==> config.mk <==
export PLATFORM = sky130hd
export DESIGN_NAME = video_out_streamer
export DESIGN_NICKNAME = d
export VERILOG_FILES = /design/src/rtl/video_out_pkg.sv /design/src/rtl/video_out_streamer_timing.sv /design/src/rtl/video_out_streamer.sv
export SDC_FILE = /design/constraint.sdc
export NUM_CORES = 1
export LEC_CHECK = 0
export ABC_AREA = 1
export CAP_MARGIN = 10
export CELL_PAD_IN_SITES_DETAIL_PLACEMENT = 0
export CELL_PAD_IN_SITES_GLOBAL_PLACEMENT = 1
export CORE_UTILIZATION = 27
export CTS_CLUSTER_DIAMETER = 80
export CTS_CLUSTER_SIZE = 10
export DETAILED_ROUTE_END_ITERATION = 6
export GPL_ROUTABILITY_DRIVEN = 0
export PLACE_DENSITY_LB_ADDON = 0.1
export SKIP_CTS_REPAIR_TIMING = 1
export SKIP_LAST_GASP = 1
export SLEW_MARGIN = 5
export SYNTH_ARGS = -nofsm -noshare
export SYNTH_HDL_FRONTEND = slang
export SYNTH_SLANG_ARGS = --single-unit
==> constraint.sdc <==
create_clock -name sys_clk_96M -period 1.4 [get_ports sys_clk_96M]
set_input_delay 0.28 -clock sys_clk_96M [delete_from_list [all_inputs] [get_ports sys_clk_96M]]
set_output_delay 0.28 -clock sys_clk_96M [all_outputs]
set_load 0.02 [all_outputs]
==> src/rtl/video_out_pkg.sv <==
// Shared state encoding and default 640x480@60 raster timing for the video output path.
package video_out_pkg;

  typedef enum logic [1:0] {
    IDLE       = 2'd0,
    RUN_BLANK  = 2'd1,
    RUN_ACTIVE = 2'd2
  } state_t;

  localparam int DEF_H_ACTIVE = 640;
  localparam int DEF_H_FP     = 16;
  localparam int DEF_H_SYNC   = 96;
  localparam int DEF_H_BP     = 48;
  localparam int DEF_V_ACTIVE = 480;
  localparam int DEF_V_FP     = 10;
  localparam int DEF_V_SYNC   = 2;
  localparam int DEF_V_BP     = 33;
  localparam int DEF_PREFILL  = 640;

  function automatic int line_total(input int active, input int fp, input int sync, input int bp);
    return active + fp + sync + bp;
  endfunction

  localparam int DEF_H_TOTAL = line_total(DEF_H_ACTIVE, DEF_H_FP, DEF_H_SYNC, DEF_H_BP);
  localparam int DEF_V_TOTAL = line_total(DEF_V_ACTIVE, DEF_V_FP, DEF_V_SYNC, DEF_V_BP);

endpackage

==> src/rtl/video_out_streamer_timing.sv <==
// Free-running h/v raster counters with region decode; counters sit at 0 whenever run is low.
module video_timing_counter
  import video_out_pkg::*;
#(
  parameter int H_ACTIVE = DEF_H_ACTIVE,
  parameter int H_FP     = DEF_H_FP,
  parameter int H_SYNC   = DEF_H_SYNC,
  parameter int H_BP     = DEF_H_BP,
  parameter int V_ACTIVE = DEF_V_ACTIVE,
  parameter int V_FP     = DEF_V_FP,
  parameter int V_SYNC   = DEF_V_SYNC,
  parameter int V_BP     = DEF_V_BP
) (
  input  logic sys_clk_96M,
  input  logic sys_rst_n,
  input  logic run,
  output logic active_pre,
  output logic hs_pre,
  output logic vs_pre,
  output logic frame_end,
  output logic frame_first
);

  localparam int H_TOTAL = line_total(H_ACTIVE, H_FP, H_SYNC, H_BP);
  localparam int V_TOTAL = line_total(V_ACTIVE, V_FP, V_SYNC, V_BP);

  localparam logic [10:0] H_LAST     = 11'(H_TOTAL - 1);
  localparam logic [10:0] V_LAST     = 11'(V_TOTAL - 1);
  localparam logic [10:0] H_ACT      = 11'(H_ACTIVE);
  localparam logic [10:0] V_ACT      = 11'(V_ACTIVE);
  localparam logic [10:0] HS_START   = 11'(H_ACTIVE + H_FP);
  localparam logic [10:0] HS_END     = 11'(H_ACTIVE + H_FP + H_SYNC);
  localparam logic [10:0] VS_START   = 11'(V_ACTIVE + V_FP);
  localparam logic [10:0] VS_END     = 11'(V_ACTIVE + V_FP + V_SYNC);

  logic [10:0] h_cnt;
  logic [10:0] v_cnt;

  always_ff @(posedge sys_clk_96M or negedge sys_rst_n) begin
    if (!sys_rst_n) begin
      h_cnt <= '0;
      v_cnt <= '0;
    end else if (!run) begin
      h_cnt <= '0;
      v_cnt <= '0;
    end else if (h_cnt == H_LAST) begin
      h_cnt <= '0;
      v_cnt <= (v_cnt == V_LAST) ? 11'd0 : v_cnt + 11'd1;
    end else begin
      h_cnt <= h_cnt + 11'd1;
    end
  end

  assign active_pre  = (h_cnt < H_ACT) && (v_cnt < V_ACT);
  assign hs_pre      = (h_cnt >= HS_START) && (h_cnt < HS_END);
  assign vs_pre      = (v_cnt >= VS_START) && (v_cnt < VS_END);
  assign frame_end   = (h_cnt == H_LAST) && (v_cnt == V_LAST);
  assign frame_first = (h_cnt == 11'd0) && (v_cnt == 11'd0);

endmodule

==> src/rtl/video_out_streamer.sv <==
// Transmit-side raster generator: pulls pixels from the output FIFO and blanks whole
// frames that were not pre-filled at frame start, so sync timing never stalls.
module video_out_streamer
  import video_out_pkg::*;
#(
  parameter int   H_ACTIVE = DEF_H_ACTIVE,
  parameter int   H_FP     = DEF_H_FP,
  parameter int   H_SYNC   = DEF_H_SYNC,
  parameter int   H_BP     = DEF_H_BP,
  parameter int   V_ACTIVE = DEF_V_ACTIVE,
  parameter int   V_FP     = DEF_V_FP,
  parameter int   V_SYNC   = DEF_V_SYNC,
  parameter int   V_BP     = DEF_V_BP,
  parameter logic SYNC_POL = 1'b0,
  parameter int   PREFILL  = DEF_PREFILL
) (
  input  logic        sys_clk_96M,
  input  logic        sys_rst_n,
  input  logic        start_i,
  input  logic [23:0] fifo_rdata_i,
  input  logic        fifo_empty_i,
  input  logic [15:0] fifo_rd_count_i,
  input  logic        clr_underflow_i,
  output logic        fifo_rd_en_o,
  output logic [23:0] rgb_o,
  output logic        de_o,
  output logic        hsync_o,
  output logic        vsync_o,
  output logic        frame_start_o,
  output logic        underflow_o,
  output logic [1:0]  state_o
);

  state_t state;
  state_t state_nxt;
  logic   run;
  logic   armed;
  logic   active_pre;
  logic   hs_pre;
  logic   vs_pre;
  logic   frame_end;
  logic   frame_first;
  logic   starve;
  logic   rd_q;

  assign run   = start_i && (state != IDLE);
  assign armed = fifo_rd_count_i >= 16'(PREFILL);

  video_timing_counter #(
    .H_ACTIVE (H_ACTIVE),
    .H_FP     (H_FP),
    .H_SYNC   (H_SYNC),
    .H_BP     (H_BP),
    .V_ACTIVE (V_ACTIVE),
    .V_FP     (V_FP),
    .V_SYNC   (V_SYNC),
    .V_BP     (V_BP)
  ) u_timing (
    .sys_clk_96M (sys_clk_96M),
    .sys_rst_n   (sys_rst_n),
    .run         (run),
    .active_pre  (active_pre),
    .hs_pre      (hs_pre),
    .vs_pre      (vs_pre),
    .frame_end   (frame_end),
    .frame_first (frame_first)
  );

  always_ff @(posedge sys_clk_96M or negedge sys_rst_n) begin
    if (!sys_rst_n) begin
      state <= IDLE;
    end else begin
      state <= state_nxt;
    end
  end

  // The arm/blank choice is only revisited on the last pixel of a frame.
  always_comb begin
    state_nxt = state;
    if (!start_i) begin
      state_nxt = IDLE;
    end else begin
      case (state)
        IDLE:                  state_nxt = armed ? RUN_ACTIVE : RUN_BLANK;
        RUN_BLANK, RUN_ACTIVE: if (frame_end) state_nxt = armed ? RUN_ACTIVE : RUN_BLANK;
        default:               state_nxt = IDLE;
      endcase
    end
  end

  assign fifo_rd_en_o = (state == RUN_ACTIVE) && active_pre && !fifo_empty_i;
  assign starve       = (state == RUN_ACTIVE) && active_pre && fifo_empty_i;

  always_ff @(posedge sys_clk_96M or negedge sys_rst_n) begin
    if (!sys_rst_n) begin
      rd_q          <= 1'b0;
      de_o          <= 1'b0;
      hsync_o       <= ~SYNC_POL;
      vsync_o       <= ~SYNC_POL;
      frame_start_o <= 1'b0;
      underflow_o   <= 1'b0;
    end else if (!run) begin
      rd_q          <= 1'b0;
      de_o          <= 1'b0;
      hsync_o       <= ~SYNC_POL;
      vsync_o       <= ~SYNC_POL;
      frame_start_o <= 1'b0;
      underflow_o   <= 1'b0;
    end else begin
      rd_q          <= fifo_rd_en_o;
      de_o          <= active_pre;
      hsync_o       <= hs_pre ? SYNC_POL : ~SYNC_POL;
      vsync_o       <= vs_pre ? SYNC_POL : ~SYNC_POL;
      frame_start_o <= frame_first;
      if (starve) begin
        underflow_o <= 1'b1;
      end else if (clr_underflow_i) begin
        underflow_o <= 1'b0;
      end
    end
  end

  // FIFO data arrives one cycle after the strobe, already aligned with de_o.
  assign rgb_o   = rd_q ? fifo_rdata_i : 24'd0;
  assign state_o = state;

endmodule

==> flow_summary.yaml, run 1 <==
outcome:
  status: "finished with violations"
  violations: "negative setup slack"
hold_path:
  hold_class: "in2async"
critical_path:
  crit_chain: "nand2_1, nor2_4, nor2_1, nand3_1, nor2_2, buf_4"
  path_class: "reg2out"
  endpoint_kind: "output port"
  required_ns: 1.12
  worstPathArrival_ns: 1.35
  crit_slowest_cell: "dfrtp_1"
  startpoint_type: "flip-flop"
  critPathMaxStageDelay_ns: 0.39
  crit_path_max_fanout: 2
  crit_family: "simple AND/OR/NAND/NOR gates"
  critPathBufInv: 1
cts:
  clkSlewWorstSetupHoldPaths_ns: 0.08
  clock_latency_ns: 0.28
  tritoncts: "built"
  cts_sinks: 30
  cts_buffers: 5
  clockRootBuffer: "clkbuf_8"
  ctsLongestPathBuffers: 2
  h-tree-depth: 2
global_routing:
  grt_max_degree: 31
  antenna_found_initial: 0
  met2_usage_pct: 27.1
  grt_use_met3_pct: 3.73
  top_usage_layer: "met2"
  overflow: 0
  grt_pass1_wl_mm: 9.04
  first_global_vias: 2038
  gr-usage-met1_pct: 17.5
  grt_usage_pct: 14.9
route:
  drt-initial-drc-count: 144
  vias: 2360
  ant_nets: 0
  routed_wl_mm: 6.84
  drc_errors: 0
  avgViaCountPerCell: 4.46
  wl_per_cell_um: 12.9
  drtPass1Iterations: 4
floorplan:
  start_util_pct: 28.0
  die-width_um: 88.7
  die_y_um: 88.7
  dieArea_um2: 7870
  core_area_um2: 7250
  row_count: 31
  ios: 77
sta:
  slew_headroom_pct: 82.2
  final-setup-viol-count: 33
  fin_crit_ns: 1.63
  rsz0062_at_grt: "yes"
  hold_violations: 0
  drv_slew: 0
  finalClockSkew_ns: 0.00847
  fmax_ghz: 0.614
  layout_setup_ws_ns: -0.228
  fin_crit_sh_pct: 116
  tightest_slew_ns: 0.263
synthesis:
  ys_types: 31
  ys_warn_count: 0
  ys_ff_latch: 30
  netlist_instances: 290
  ys_seq_area_share_pct: 37.1
  synth_area_um2: 2030
  syn_nets: 342
  avgSynthCellArea_um2: 7.00
pwr:
  p_leak_nw: 2.19
  power_mw: 2.36
  power.switching_uw: 634
  sw_frac_of_total_pct: 26.9
  p_int_mw: 1.72
  max-vdd-ir-drop_mv: 0.355
  p_comb_share_pct: 24.7
  power.share.clock_pct: 37.4
  p_seq_share_pct: 37.9
  powerDensity_nw_per_um2: 566
place:
  place_hpwl_mm: 4.51
  io_buffers: 69
  placed_cells: 505
  preCtsSetupSlack_ns: -0.395
job:
  drv_cap: 0
final_layout:
  nets: 481
  n_antenna_cell: 0
  final_util_pct: 57.4
  drive_gt1_share_pct: 53.7
  area_growth_pct: 105
  fin_cells: 529
cells in the mapped netlist:
cell	number	area share (%)
ha_1	7	4.3
inv_4	1	0.31
nand2_1	66	12
nor2_8	1	0.99
nor3_1	9	2.2
a21oi_1	5	1.2
buf_2	1	0.25
dfrtp_1	28	35
o21ai_0	2	0.49
dfstp_2	2	2.6
o311ai_0	1	0.43
nand3_2	3	1.5
inv_1	55	10
nor4_1	3	0.92
nand3_1	23	5.7
clkinv_1	1	0.18
buf_6	2	1.1
nor2_2	6	1.8
o21ai_1	6	1.5
a211oi_1	1	0.37
nand4_1	11	3.4
inv_2	7	1.3
o21a_1	1	0.37
nand2_4	1	0.55
nor2_4	3	1.7
buf_4	1	0.37
nor2_1	33	6.1
xor2_1	5	2.2
nand2_2	2	0.62
clkbuf_1	2	0.37
nor3b_1	1	0.37
path summary, 6_finish.rpt:
path                            slack, ns           endpoint  cells after the start              start
worst max register to register      -0.11            vsync_o                      7         state_o[0]
worst min-delay path                 0.36  u_timing.v_cnt[9]                      2          sys_rst_n
min in group sys_clk_96M             0.54        underflow_o                      2        underflow_o
max in group asynchronous            0.79            hsync_o                      2          sys_rst_n
worst min register to register       0.54        underflow_o                      2        underflow_o
worst max-delay path                -0.23       fifo_rd_en_o                      6  u_timing.v_cnt[6]
sequential cells by signal, summed over array words and instances (netlist names):
name,count
u_timing.h_cnt,11
u_timing.v_cnt,11
state_o,2
de_o,1
frame_start_o,1
hsync_o,1
rd_q,1
underflow_o,1
vsync_o,1
layout by cell type, fill, tap and decap left out, drive strengths merged:
cell type	instances
nor3	9
buf	90
xor2	5
clkdlybuf4s50	37
nor3b	1
nand3	26
clkinv	4
nand4	11
dlymetal6s2s	7
nor2	43
o311ai	1
o21ai	8
a21oi	5
nand2	69
ha	7
bufinv	1
a211oi	1
inv	62
nor4	3
dfstp	2
clkbuf	9
o21a	1
dfrtp	28
cells by family after synthesis:
| logic type | Yosys count | synth area share [%] |
|---|---|---|
| AO/OA/AOI/OAI | 16 | 4.37 |
| XOR/XNOR | 5 | 2.16 |
| buffers and inverters | 70 | 14.0 |
| AND/OR/NAND/NOR | 162 | 38.0 |
| flip-flops | 30 | 37.1 |
| adder cells (fa/ha/maj) | 7 | 4.31 |
final cells by class:
cell class / instances / area, µm²
sequential: 30 / 757
fill: 667 / 3090
timing repair buffer: 138 / 1430
inverter: 64 / 260
multi-input combinational: 190 / 1480
clock buffer: 5 / 68.8
tap: 99 / 124
clock inverter: 3 / 40.0
routing by layer:
metal	vias to the layer above	part of all wire, %
li1	1180	-
met5	-	0
met2	93	50
met4	0	0.80
met1	1083	41
met3	4	8.4
stage by stage:
| step | TNS [ns] | hold slack, ns | cell area, µm² |
|---|---|---|---|
| finish | -1.65 | 0.361 | 4160 |
| global route | -4.63 | 0.378 | 4160 |
| CTS | -14.23 | 0.364 | 3350 |
| detailed placement | -11.94 | 0.526 | 3240 |
| global placement | -11.70 | 0.520 | 3240 |
| floorplan | 0 | -0.0156 | 2040 |
power groups by stage:
stage | clock network (mW) | logic, mW | registers [mW]
6_report | 0.881 | 0.583 | 0.892
4_1_cts | 0.896 | 0.402 | 0.888
3_3_place_gp | 0 | 0.400 | 0.905
5_1_grt | 0.929 | 0.622 | 0.894
2_1_floorplan | 0 | 0.126 | 0.922
3_5_place_dp | 0 | 0.400 | 0.905
Power figures use the tool's default switching activity.
==> inputs of run 2 (changes only) <==
- CAP_MARGIN: 10 -> unset
==> results of run 2 <==
The final DEF is identical to that of run 1; final timing and power are the same.
